**config.mk**
```make
export PLATFORM = sky130hd
export DESIGN_NAME = gpu_line_stepper
export DESIGN_NICKNAME = d
export VERILOG_FILES = /design/src/rtl/gpu_line_stepper_pkg.sv /design/src/rtl/gpu_line_stepper.sv
export SDC_FILE = /design/constraint.sdc
export NUM_CORES = 1
export LEC_CHECK = 0
export ABC_AREA = 1
export CORE_MARGIN = 4
export CORE_UTILIZATION = 45
export CTS_CLUSTER_SIZE = 30
export DETAILED_ROUTE_END_ITERATION = 16
export HOLD_SLACK_MARGIN = 0.15
export PLACE_DENSITY = 0.67
export REMOVE_ABC_BUFFERS = 1
export SYNTH_ARGS = -nofsm -noshare
export SYNTH_HDL_FRONTEND = slang
export SYNTH_SLANG_ARGS = --single-unit
```
**constraint.sdc**
```tcl
create_clock -name i_clk -period 5 [get_ports i_clk]
set_input_delay 1.25 -clock i_clk [delete_from_list [all_inputs] [get_ports i_clk]]
set_output_delay 1.25 -clock i_clk [all_outputs]
set_load 0.005 [all_outputs]
```
**src/rtl/gpu_line_stepper_pkg.sv**
```systemverilog
// Shared GPU definitions for the line stepper: coordinate width, FSM states,
// next-pixel coordinate types and a small signed-step helper.
package gpu_line_stepper_pkg;

    localparam int COORD_W = 12;
    localparam int ERR_W   = 15;

    typedef enum logic [1:0] {
        ST_IDLE  = 2'd0,
        ST_SETUP = 2'd1,
        ST_STEP  = 2'd2
    } line_state_e;

    typedef logic signed [COORD_W-1:0] coord_t;
    typedef coord_t nextX_t;
    typedef coord_t nextY_t;

    // Adds a direction of -1/0/+1; the 12-bit result wraps with no saturation.
    function automatic coord_t step_coord(input coord_t c, input logic signed [1:0] s);
        return coord_t'(c + {{(COORD_W-2){s[1]}}, s});
    endfunction

endpackage

```
**src/rtl/gpu_line_stepper.sv**
```systemverilog
// Bresenham line stepper: loads endpoints on i_start, then emits one pixel per
// accepted i_step from (x0,y0) to (x1,y1) inclusive.
module gpu_line_stepper
    import gpu_line_stepper_pkg::*;
(
    input  logic                      i_clk,
    input  logic                      i_nRst,
    input  logic                      i_start,
    input  logic signed [COORD_W-1:0] i_x0,
    input  logic signed [COORD_W-1:0] i_y0,
    input  logic signed [COORD_W-1:0] i_x1,
    input  logic signed [COORD_W-1:0] i_y1,
    input  logic                      i_step,
    output logic                      o_busy,
    output logic                      o_valid,
    output logic signed [COORD_W-1:0] o_lineX,
    output logic signed [COORD_W-1:0] o_lineY,
    output logic signed [COORD_W-1:0] o_nextLineX,
    output logic signed [COORD_W-1:0] o_nextLineY,
    output logic                      o_last,
    output logic                      o_done
);

    line_state_e         state_q, state_d;
    coord_t              x0_q, y0_q, x1_q, y1_q;
    coord_t              x0_d, y0_d, x1_d, y1_d;
    coord_t              cur_x_q, cur_y_q, cur_x_d, cur_y_d;
    logic [ERR_W-1:0]    err_q, err_d;
    logic [COORD_W-1:0]  cnt_q, cnt_d;
    logic [COORD_W-1:0]  major_q, major_d, minor_q, minor_d;
    logic signed [1:0]   sx_q, sx_d, sy_q, sy_d;
    logic                x_major_q, x_major_d;
    logic                done_q, done_d;

    // Setup-time delta arithmetic on the registered endpoints.
    logic [COORD_W:0]    dx, dy, ndx, ndy;
    logic [COORD_W-1:0]  adx, ady, major_s, minor_s;
    logic signed [1:0]   sx_s, sy_s;
    logic                x_major_s;
    logic [ERR_W-1:0]    err_init;

    always_comb begin
        dx        = {x1_q[COORD_W-1], x1_q} - {x0_q[COORD_W-1], x0_q};
        dy        = {y1_q[COORD_W-1], y1_q} - {y0_q[COORD_W-1], y0_q};
        ndx       = -dx;
        ndy       = -dy;
        adx       = dx[COORD_W] ? ndx[COORD_W-1:0] : dx[COORD_W-1:0];
        ady       = dy[COORD_W] ? ndy[COORD_W-1:0] : dy[COORD_W-1:0];
        sx_s      = (dx == '0) ? 2'sb00 : (dx[COORD_W] ? 2'sb11 : 2'sb01);
        sy_s      = (dy == '0) ? 2'sb00 : (dy[COORD_W] ? 2'sb11 : 2'sb01);
        x_major_s = (adx >= ady);
        major_s   = x_major_s ? adx : ady;
        minor_s   = x_major_s ? ady : adx;
        err_init  = {2'b00, minor_s, 1'b0} - {3'b000, major_s};
    end

    // Candidate next pixel and error term from the current Bresenham state.
    logic             minor_go, last_s;
    coord_t           step_x, step_y, adv_x, adv_y;
    logic [ERR_W-1:0] two_minor, two_major, err_adv;

    always_comb begin
        minor_go  = ~err_q[ERR_W-1];
        two_minor = {2'b00, minor_q, 1'b0};
        two_major = {2'b00, major_q, 1'b0};
        err_adv   = minor_go ? (err_q + two_minor - two_major) : (err_q + two_minor);
        step_x    = step_coord(cur_x_q, sx_q);
        step_y    = step_coord(cur_y_q, sy_q);
        if (x_major_q) begin
            adv_x = step_x;
            adv_y = minor_go ? step_y : cur_y_q;
        end else begin
            adv_x = minor_go ? step_x : cur_x_q;
            adv_y = step_y;
        end
        last_s = (state_q == ST_STEP) && (cnt_q == '0);
    end

    always_comb begin
        state_d   = state_q;
        x0_d      = x0_q;
        y0_d      = y0_q;
        x1_d      = x1_q;
        y1_d      = y1_q;
        cur_x_d   = cur_x_q;
        cur_y_d   = cur_y_q;
        err_d     = err_q;
        cnt_d     = cnt_q;
        major_d   = major_q;
        minor_d   = minor_q;
        sx_d      = sx_q;
        sy_d      = sy_q;
        x_major_d = x_major_q;
        done_d    = 1'b0;
        if (i_start) begin
            // A new line aborts whatever is in flight, including a final step.
            x0_d    = i_x0;
            y0_d    = i_y0;
            x1_d    = i_x1;
            y1_d    = i_y1;
            state_d = ST_SETUP;
        end else begin
            case (state_q)
                ST_SETUP: begin
                    cur_x_d   = x0_q;
                    cur_y_d   = y0_q;
                    err_d     = err_init;
                    cnt_d     = major_s;
                    major_d   = major_s;
                    minor_d   = minor_s;
                    sx_d      = sx_s;
                    sy_d      = sy_s;
                    x_major_d = x_major_s;
                    state_d   = ST_STEP;
                end
                ST_STEP: begin
                    if (i_step) begin
                        if (cnt_q == '0) begin
                            done_d  = 1'b1;
                            state_d = ST_IDLE;
                        end else begin
                            cur_x_d = adv_x;
                            cur_y_d = adv_y;
                            err_d   = err_adv;
                            cnt_d   = cnt_q - 1'b1;
                        end
                    end
                end
                default: state_d = ST_IDLE;
            endcase
        end
    end

    always_ff @(posedge i_clk or negedge i_nRst) begin
        if (!i_nRst) begin
            state_q   <= ST_IDLE;
            x0_q      <= '0;
            y0_q      <= '0;
            x1_q      <= '0;
            y1_q      <= '0;
            cur_x_q   <= '0;
            cur_y_q   <= '0;
            err_q     <= '0;
            cnt_q     <= '0;
            major_q   <= '0;
            minor_q   <= '0;
            sx_q      <= '0;
            sy_q      <= '0;
            x_major_q <= 1'b0;
            done_q    <= 1'b0;
        end else begin
            state_q   <= state_d;
            x0_q      <= x0_d;
            y0_q      <= y0_d;
            x1_q      <= x1_d;
            y1_q      <= y1_d;
            cur_x_q   <= cur_x_d;
            cur_y_q   <= cur_y_d;
            err_q     <= err_d;
            cnt_q     <= cnt_d;
            major_q   <= major_d;
            minor_q   <= minor_d;
            sx_q      <= sx_d;
            sy_q      <= sy_d;
            x_major_q <= x_major_d;
            done_q    <= done_d;
        end
    end

    nextX_t next_x;
    nextY_t next_y;

    always_comb begin
        next_x = (last_s || state_q != ST_STEP) ? cur_x_q : adv_x;
        next_y = (last_s || state_q != ST_STEP) ? cur_y_q : adv_y;
    end

    assign o_busy      = (state_q != ST_IDLE);
    assign o_valid     = (state_q == ST_STEP);
    assign o_last      = last_s;
    assign o_done      = done_q;
    assign o_lineX     = cur_x_q;
    assign o_lineY     = cur_y_q;
    assign o_nextLineX = next_x;
    assign o_nextLineY = next_y;

endmodule

```
-- Word-level counts from Yosys, hierarchy flattened
Index checks and enable logic that the tools add are counted.
Widths: inputs -> output; s select.
- $add $sub $neg: 10
- $mul: 0
- divide/modulo/power cells: 0
- order comparisons: 1
- equal/unequal tests: 7
- shift-type cells: 0
- mux-type cells: 35
- bitwise gates (word level): 1
- reductions and logical operators: 10
- operators with widths (cell ; number):
    $mux 12 ; 16
    $pmux 12 s2 ; 3
    $mux 15 ; 3
    $pmux 15 s2 ; 1
    $logic_not 13->1 ; 2
    $sub 12x12->13 ; 2
    $add 12x12->12 ; 2
    $neg 12->12 ; 2
    $add 15x13->15 ; 1
    $sub 15x13->15 ; 1
    $mux 2 ; 7
    $sub 13x12->14 ; 1
    $ge 12x12->1 ; 1
    $logic_not 12->1 ; 1
    $sub 12x1->12 const B ; 1
    $ne 2x2->1 const B ; 3
    $mux 1 ; 4
    $pmux 2 s2 ; 1
    $reduce_and 2->1 ; 2
    $reduce_and 4->1 ; 1
    $reduce_bool 2->1 ; 2
    $ne 3x2->1 const B ; 1
    $ne 3x3->1 const B ; 1
    $eq 2x1->1 const B ; 1
    other kinds (4) ; 4
- bits in registers: 131
- bits in latches: 0
- bits in writable memories: 0
- ROM bits: 0
- input port bits: 52
- output and inout bits: 52
- word-level logic and storage cells: 79
- memories kept: 0

-- Logic depth before layout (Yosys ltp)
Gate-level depths: netlist of run 1.
- depth after elaboration: 7
- depth in mapped cells: 42
- gate-level depth less buffers: 39

-- Worst setup path before layout of run 1
No wires, ideal clock.
- path kind: register -> register
- start point: register x0_q[0]
- end point: register err_q[12]
- library setup time: 77 ps
- arrival time: 5031 ps
- data required time: 4923 ps
- path slack: -109 ps
- stages on the path, launching flop included: 39
- path buffers: 3
- period minus slack after synthesis: 5109 ps
- path through: dfrtp_1 -> ha_1 -> fa_1 -> inv_1 -> nand3_1 -> nand2_2 -> nand2_2 -> nand2_2 -> nand2_2 -> nand2_1 -> nand2_2 -> nand2_4 -> buf_6 -> inv_2 -> nor2_1 -> xor2_1 -> inv_1 -> ha_1 -> [... 3 more ...] -> nand2_1 -> a21oi_1 -> nand3_2 -> nand3_4 -> nand2_4 -> buf_6 -> clkbuf_1 -> o21a_1 -> fa_1 -> nand2_1 -> inv_1 -> o21ai_0 -> nand2_1 -> nand3_1 -> nand3_1 -> nand2_1 -> nand3_1 -> a21oi_1
- word-level cells in the longest chain between the ends: 7
- elaborated cells on any way between the ends: 8
- classes of those cells: 3 x add/sub; 1 x order compare; 4 x mux
- RTL lines (what ; line ; source):
    start, declared ; gpu_line_stepper.sv:25 ; coord_t x0_q, y0_q, x1_q, y1_q;
    start signal, assigned ; gpu_line_stepper.sv:137 ; x0_q <= '0;
    start signal, assigned ; gpu_line_stepper.sv:153 ; x0_q <= x0_d;
    $sub 12x12->13 * ; gpu_line_stepper.sv:43 ; dx = {x1_q[COORD_W-1], x1_q} - {x0_q[COORD_W-1], x0_q};
    $neg 12->12 ; gpu_line_stepper.sv:45 ; ndx = -dx;
    $mux 12 * ; gpu_line_stepper.sv:47 ; adx = dx[COORD_W] ? ndx[COORD_W-1:0] : dx[COORD_W-1:0];
    $ge 12x12->1 ; gpu_line_stepper.sv:51 ; x_major_s = (adx >= ady);
    $mux 12 (on tied branches) ; gpu_line_stepper.sv:53, gpu_line_stepper.sv:52 ;
    $sub 13x12->14 * ; gpu_line_stepper.sv:54 ; err_init = {2'b00, minor_s, 1'b0} - {3'b000, major_s};
    $pmux 15 s2 * ; gpu_line_stepper.sv:103 ; case (state_q)
    end signal, assigned ; gpu_line_stepper.sv:159 ; err_q <= err_d;
    end, declared ; gpu_line_stepper.sv:28 ; logic [ERR_W-1:0] err_q, err_d;
Mark *: on every way between the ends. The rest lies on a longest branch, timed or not.
A chain may end at the register's enable or synchronous reset.

-- Worst setup path in the final report of run 1
- start point: register y0_q[0]
- end point: register err_q[12]
- word-level cells in the longest chain between the ends: 7
- elaborated cells on any way between the ends: 8
- classes of those cells: 3 x add/sub; 1 x order compare; 4 x mux
- RTL lines (what ; line ; source):
    start, declared ; gpu_line_stepper.sv:25 ;
    start signal, assigned ; gpu_line_stepper.sv:154 ; y0_q <= y0_d;
    $sub 12x12->13 * ; gpu_line_stepper.sv:44 ; dy = {y1_q[COORD_W-1], y1_q} - {y0_q[COORD_W-1], y0_q};
    $neg 12->12 ; gpu_line_stepper.sv:46 ; ndy = -dy;
    $mux 12 * ; gpu_line_stepper.sv:48 ; ady = dy[COORD_W] ? ndy[COORD_W-1:0] : dy[COORD_W-1:0];
    $ge 12x12->1 ; gpu_line_stepper.sv:51 ;
    $mux 12 * ; gpu_line_stepper.sv:53 ; minor_s = x_major_s ? ady : adx;
    net minor_s[10] ; gpu_line_stepper.sv:37 ; logic [COORD_W-1:0] adx, ady, major_s, minor_s;
    $sub 13x12->14 * ; gpu_line_stepper.sv:54 ;
    $pmux 15 s2 * ; gpu_line_stepper.sv:103 ;
The timed path passes the listed nets; every way through them passes the cells marked *.

==> impl_metrics.env, run 1 <==
export IMPL_synth_edff_count=0
export IMPL_cts_tree="yes"
export IMPL_h_tree_depth=4
export IMPL_post_dp_hpwl_um=24200
export IMPL_crit_top_cell="nand2_1"
export IMPL_grt_max_degree=93
export IMPL_relSlewSlack_pct=41.7
export IMPL_via_per_inst=5.20
export IMPL_fin_setup_tns_ns=0
export IMPL_cp_start_kind="flip-flop"
export IMPL_holdWs_ns=0.475
export IMPL_wire_per_inst_um=15.2
export IMPL_num_vias=11523
export IMPL_fin_total_pwr_uw=12400
export IMPL_gp_congestion=0.901
export IMPL_outcome="complete, no violations"
export IMPL_ys_flop_type="dfrtp_1"
export IMPL_critPathArrivalTime_ns=5.25
export IMPL_reg2reg_slack_ns=0.1
export IMPL_wl_um=33600
export IMPL_post_route_util_pct=58.6
export IMPL_grt_usage_pct=23.1
export IMPL_dieArea_mm2=0.0280
export IMPL_setup_ws_ns=0.0966
export IMPL_rsz0062_at_grt="true"
export IMPL_finalMaxSlewViolations=0
export IMPL_initial_core_util_pct=45.5
export IMPL_numPortBuffers=103
export IMPL_syn2layout_area_growth_pct=28.8
export IMPL_synth_commonest_cells="nand2_1, inv_1, o21ai_0"
export IMPL_syn_area_per_cell_um2=6.71
export IMPL_ios=104
export IMPL_ant_nets=0
export IMPL_cts_hold_buffers=0
export IMPL_root_buffer="clkbuf_16"
export IMPL_hold_viol=0
export IMPL_die_h_um=167
export IMPL_hp_class="flip-flop to flip-flop"
export IMPL_rows=58
export IMPL_drc=0
export IMPL_drv_cap=0
export IMPL_synthDistinctLibCells=47
export IMPL_diodes=0
export IMPL_synth_area_top_cells="dfrtp_1, nand2_1, ha_1"
export IMPL_syn_cell_area_mm2=0.0114
export IMPL_crit_family="simple AND/OR/NAND/NOR gates"
export IMPL_synth_top_area_share_pct=28.5
export IMPL_yosysMostFrequentCell="nand2_1"
export IMPL_critPathKind="flip-flop to flip-flop"
export IMPL_numCtsBuffers=17
export IMPL_synth_seq_cells=130
export IMPL_worstMarginPinSlew_ns=0.875
export IMPL_syn_inst=1703
export IMPL_crit_slowest_cell="fa_2"
export IMPL_post_route_min_period_ns=4.90
export IMPL_yosysWarnings=0
export IMPL_fmax_mhz=204
export IMPL_drive_gt1_share_pct=19.4
export IMPL_synth_top_area_cell="dfrtp_1"
export IMPL_fp_dieW_um=167
export IMPL_grt_pass1_wl_um=53300
export IMPL_clock_skew_final_ns=0.0129
export IMPL_power_density_mw_per_mm2=845
export IMPL_crit_buf_inv=2
export IMPL_ir_worst_vdd_v=0.000614
export IMPL_cts_sinks=130
export IMPL_drt_pass1_iter_count=9
export IMPL_grt_pass1_vias=10800
export IMPL_period_share_pct=98.1
export IMPL_cts_max_path_buffers=2
export IMPL_first_iter_violations=774
export IMPL_synthArstFlopShare_pct=100
export IMPL_setup_viol=0
export IMPL_max_stage_delay_ns=0.59
export IMPL_core_mm2=0.0251
export IMPL_clk_pin_slew_worst_paths_ns=0.06
export IMPL_finalNetCount=2023
export IMPL_crit_fanout=8
export IMPL_worstPathRequired_ns=5.35
export IMPL_cp_end_kind="flip-flop"
export IMPL_antenna_found_initial=0
export IMPL_leakage_uw=0.00742
export IMPL_clk_latency_ns=0.43
export IMPL_synth_seq_area_share_pct=28.5
export IMPL_dp_slack_ns=-0.121
export IMPL_grt_overflow=0
[what timing repair did]
action | CTS | global route
pin swaps | 5 | 54
gates resized for setup | 24 | 164
gates cloned | 0 | 4
endpoints found under the setup margin | 10 | 28
setup buffers | 4 | 21
[worst reg2reg max path: cells and delay by family (launching register included)]
family          cells  cell delay (ns)
simple gates       15             1.77
fa+ha+maj           4             1.47
xor+xnor            1             0.27
flops               1             0.39
compound gates      5             0.64
buf+inv             2             0.29
[layer usage]
metal | share of wire [%] | track usage [%] | vias to the layer above
met4 | 2.6 | 7.34 | 0
met5 | 0 | 0 | -
met2 | 47 | 38.2 | 285
li1 | - | - | 5864
met1 | 46 | 31.5 | 5316
met3 | 4.0 | 3.07 | 58
[cell families after synthesis]
kind of cell | after synthesis | share of synthesized area, %
compound gates | 343 | 16.7
xor+xnor | 49 | 3.76
fa+ha+maj | 97 | 11.1
buf+inv | 303 | 10.3
flops | 130 | 28.5
simple gates | 781 | 29.7
[flip-flops by register name, indices dropped and copies added (netlist names), 12 cells and up]
| register | cells |
|---|---|
| err_q | 14 |
| cnt_q | 12 |
| o_lineX | 12 |
| minor_q | 12 |
| x0_q | 12 |
| x1_q | 12 |
| major_q | 12 |
| y0_q | 12 |
| o_lineY | 12 |
| y1_q | 12 |
[where the power goes]
| part | switching [µW] | internal (µW) |
|---|---|---|
| Sequential | 221 | 1340 |
| Clock | 504 | 748 |
| Combinational | 5450 | 4170 |
[final timing paths]
check,from,to,cells after the start
hold reg to reg,x1_q[6],x1_q[6],2
max in group asynchronous,i_nRst,o_lineY[10],2
setup / recovery,y0_q[0],err_q[12],27
hold / removal,x1_q[6],x1_q[6],2
min in group asynchronous,i_nRst,err_q[3],1
setup reg to reg,y0_q[0],err_q[12],27
[final cells by class]
class / instances / area [µm²]
clock inverter: 12 / 133
fill: 2348 / 10400
inverter: 245 / 935
timing repair buffer: 210 / 1930
clock buffer: 20 / 447
multi-input combinational: 1270 / 7610
sequential: 130 / 3250
tap: 330 / 413
[cell usage in the layout (no fill, tap or decap), drive strengths merged, types with 4 or more instances in the layout]
master / instances
nand2: 547
inv: 243
o21ai: 188
dfrtp: 130
buf: 106
nand3: 105
clkdlybuf4s50: 100
nor2: 91
ha: 90
a21oi: 87
xor2: 39
clkbuf: 23
o211ai: 18
nand4: 14
xnor2: 10
a31oi: 10
clkinv: 9
or2: 8
nor3: 8
a21boi: 7
fa: 7
o21bai: 6
a22o: 6
a2bb2oi: 5
nand3b: 4
o22ai: 4
[metrics by stage]
stage	instance area [µm²]	instances
5_1_grt	14700	2217
4_1_cts	13900	2192
3_5_place_dp	13200	2156
6_report	14700	2217
2_1_floorplan	11200	1645
3_3_place_gp	13200	2156
Power figures use the tool's default switching activity.
==> run 2: changes to the inputs <==
GPL_TIMING_DRIVEN = 0   (was unset)
==> run 2 against run 1 <==
The flow now finishes with violations (setup timing); critical path depth grew 10; design area increased by 3.7%; register-to-register slack got worse by 0.30 ns; core utilization up 2.2 points; wire length increased by 9.8%; critical endpoint is now err_q[8]; largest cell class unchanged.
==> impl_metrics.env, run 2 (synthesis results as in run 1) <==
export IMPL_outcome="complete, but fails checks"
export IMPL_violations="setup timing"
export IMPL_syn2layout_area_growth_pct=33.5
export IMPL_cts_hold_buffers=0
export IMPL_wl_um=36900
export IMPL_grt_overflow=0
export IMPL_drt_pass1_iter_count=6
export IMPL_dpl_cell_area_mm2=0.0128
export IMPL_cts_sinks=130
export IMPL_top_register="err_q"
export IMPL_clock_skew_final_ns=0.0160
export IMPL_cts_tree="yes"
export IMPL_first_iter_violations=956
export IMPL_grt_usage_pct=23.5
export IMPL_crit_top_cell="nand2_2"
export IMPL_crit_slowest_cell="fa_2"
export IMPL_antenna_found_initial=0
export IMPL_cts_max_path_buffers=2
export IMPL_cp_end_kind="flip-flop"
export IMPL_root_buffer="clkbuf_16"
export IMPL_diodes=0
export IMPL_dieArea_mm2=0.0280
export IMPL_relSlewSlack_pct=14.0
export IMPL_drive_gt1_share_pct=21.4
export IMPL_rsz0062_at_grt="true"
export IMPL_crit_family="simple AND/OR/NAND/NOR gates"
export IMPL_mostFrequentLayoutCells="nand2_1, inv_1, o21ai_0, dfrtp_1, clkdlybuf4s50_1"
export IMPL_post_dp_hpwl_um=22900
export IMPL_setup_viol=12
export IMPL_ant_nets=0
export IMPL_rows=58
export IMPL_grt_max_degree=69
export IMPL_post_route_util_pct=60.8
export IMPL_numCtsBuffers=17
export IMPL_max_stage_delay_ns=0.43
export IMPL_final_common_cell="nand2_1"
export IMPL_gp_congestion=0.863
export IMPL_design_area_mm2=0.0153
export IMPL_hp_class="flip-flop to flip-flop"
export IMPL_clk_latency_ns=0.44
export IMPL_die_h_um=167
export IMPL_multi_input_area_mm2=0.00805
export IMPL_worstMarginPinSlew_ns=1.29
export IMPL_h_tree_depth=4
export IMPL_fill_cells=2185
export IMPL_crit_buf_inv=5
export IMPL_setup_ws_ns=-0.205
export IMPL_largest_register_ffs=14
export IMPL_finalNetCount=2024
export IMPL_finalMaxSlewViolations=0
export IMPL_critPathArrivalTime_ns=5.56
export IMPL_num_vias=12151
export IMPL_core_mm2=0.0251
export IMPL_crit_fanout=5
export IMPL_drc=0
export IMPL_numPortBuffers=103
export IMPL_fp_dieW_um=167
export IMPL_ios=104
export IMPL_clk_pin_slew_worst_paths_ns=0.06
export IMPL_wire_per_inst_um=16.7
export IMPL_regArea_mm2=0.00326
export IMPL_grt_pass1_wl_um=54800
export IMPL_via_per_inst=5.48
export IMPL_cp_start_kind="flip-flop"
export IMPL_initial_core_util_pct=45.5
export IMPL_hold_viol=0
export IMPL_worstPathRequired_ns=5.36
export IMPL_post_route_min_period_ns=5.21
export IMPL_period_share_pct=104
export IMPL_fmax_mhz=192
export IMPL_drv_cap=0
export IMPL_grt_pass1_vias=11195
export IMPL_critPathKind="flip-flop to flip-flop"
==> run 2: cell types whose count changed in the layout (fill, tap and decap cells not counted), sizes merged, moves of 2 or more <==
cell      previous run  this run
buf                106       103
bufinv               2         5
clkbuf              23        17
clkinvlp             3         1
nand2              547       552
==> run 2: cell type report <==
cell class	instances	share of cell area (%)
tap	330	2.71
inverter	245	6.19
clock inverter	13	1.39
sequential	130	21.3
multi-input combinational	1276	52.7
timing repair buffer	204	12.8
clock buffer	17	2.79
timing repair inverter	1	0.0738
==> run 2: worst paths after layout <==
kind	depth (start not counted)	end	slack (ns)	from
worst max-delay path	37	err_q[8]	-0.21	x0_q[0]
worst min-delay path	2	x1_q[4]	0.48	x1_q[4]
worst max register to register	37	err_q[8]	-0.21	x0_q[0]
worst min register to register	2	x1_q[4]	0.48	x1_q[4]
max in group asynchronous	2	sx_q[1]	3.37	i_nRst
min in group asynchronous	1	major_q[4]	0.82	i_nRst
==> run 2: per-stage QoR <==
| step | TNS (ns) | cells | setup slack (ns) | hold slack [ns] |
|---|---|---|---|---|
| 6_report | -1.56 | 2216 | -0.205 | 0.475 |
| 5_1_grt | -5.12 | 2216 | -0.497 | 0.496 |
| 4_1_cts | -0.203 | 2175 | -0.0832 | 0.480 |
| 3_5_place_dp | -17.13 | 2085 | -1.09 | 0.465 |
| 3_3_place_gp | -1084.15 | 2078 | -11.58 | 0.458 |
| 2_1_floorplan | -165.36 | 1645 | -3.34 | 0.446 |
==> run 2: timing repair <==
item,CTS,global route
gates resized for setup,107,158
endpoints found under the setup margin,36,27
pin swaps,47,86
cloned,6,1
setup buffers,54,42
==> run 2: worst min-delay path: cells and delay by family (launching register included) <==
family	cells	cell delay (ns)
flip-flops	1	0.34
AND/OR/NAND/NOR	2	0.10
==> run 2: metal layers <==
layer	part of all wire, %	GRT usage [%]	wire (µm)
met5	0	0	0
met3	5.9	2.76	2180
met1	42	30.9	15400
met2	48	40.2	17800
met4	4.2	7.87	1540
Power of run 2 is not shown: default switching activity piles up to over one toggle a cycle in this logic, so the estimate is an artifact.
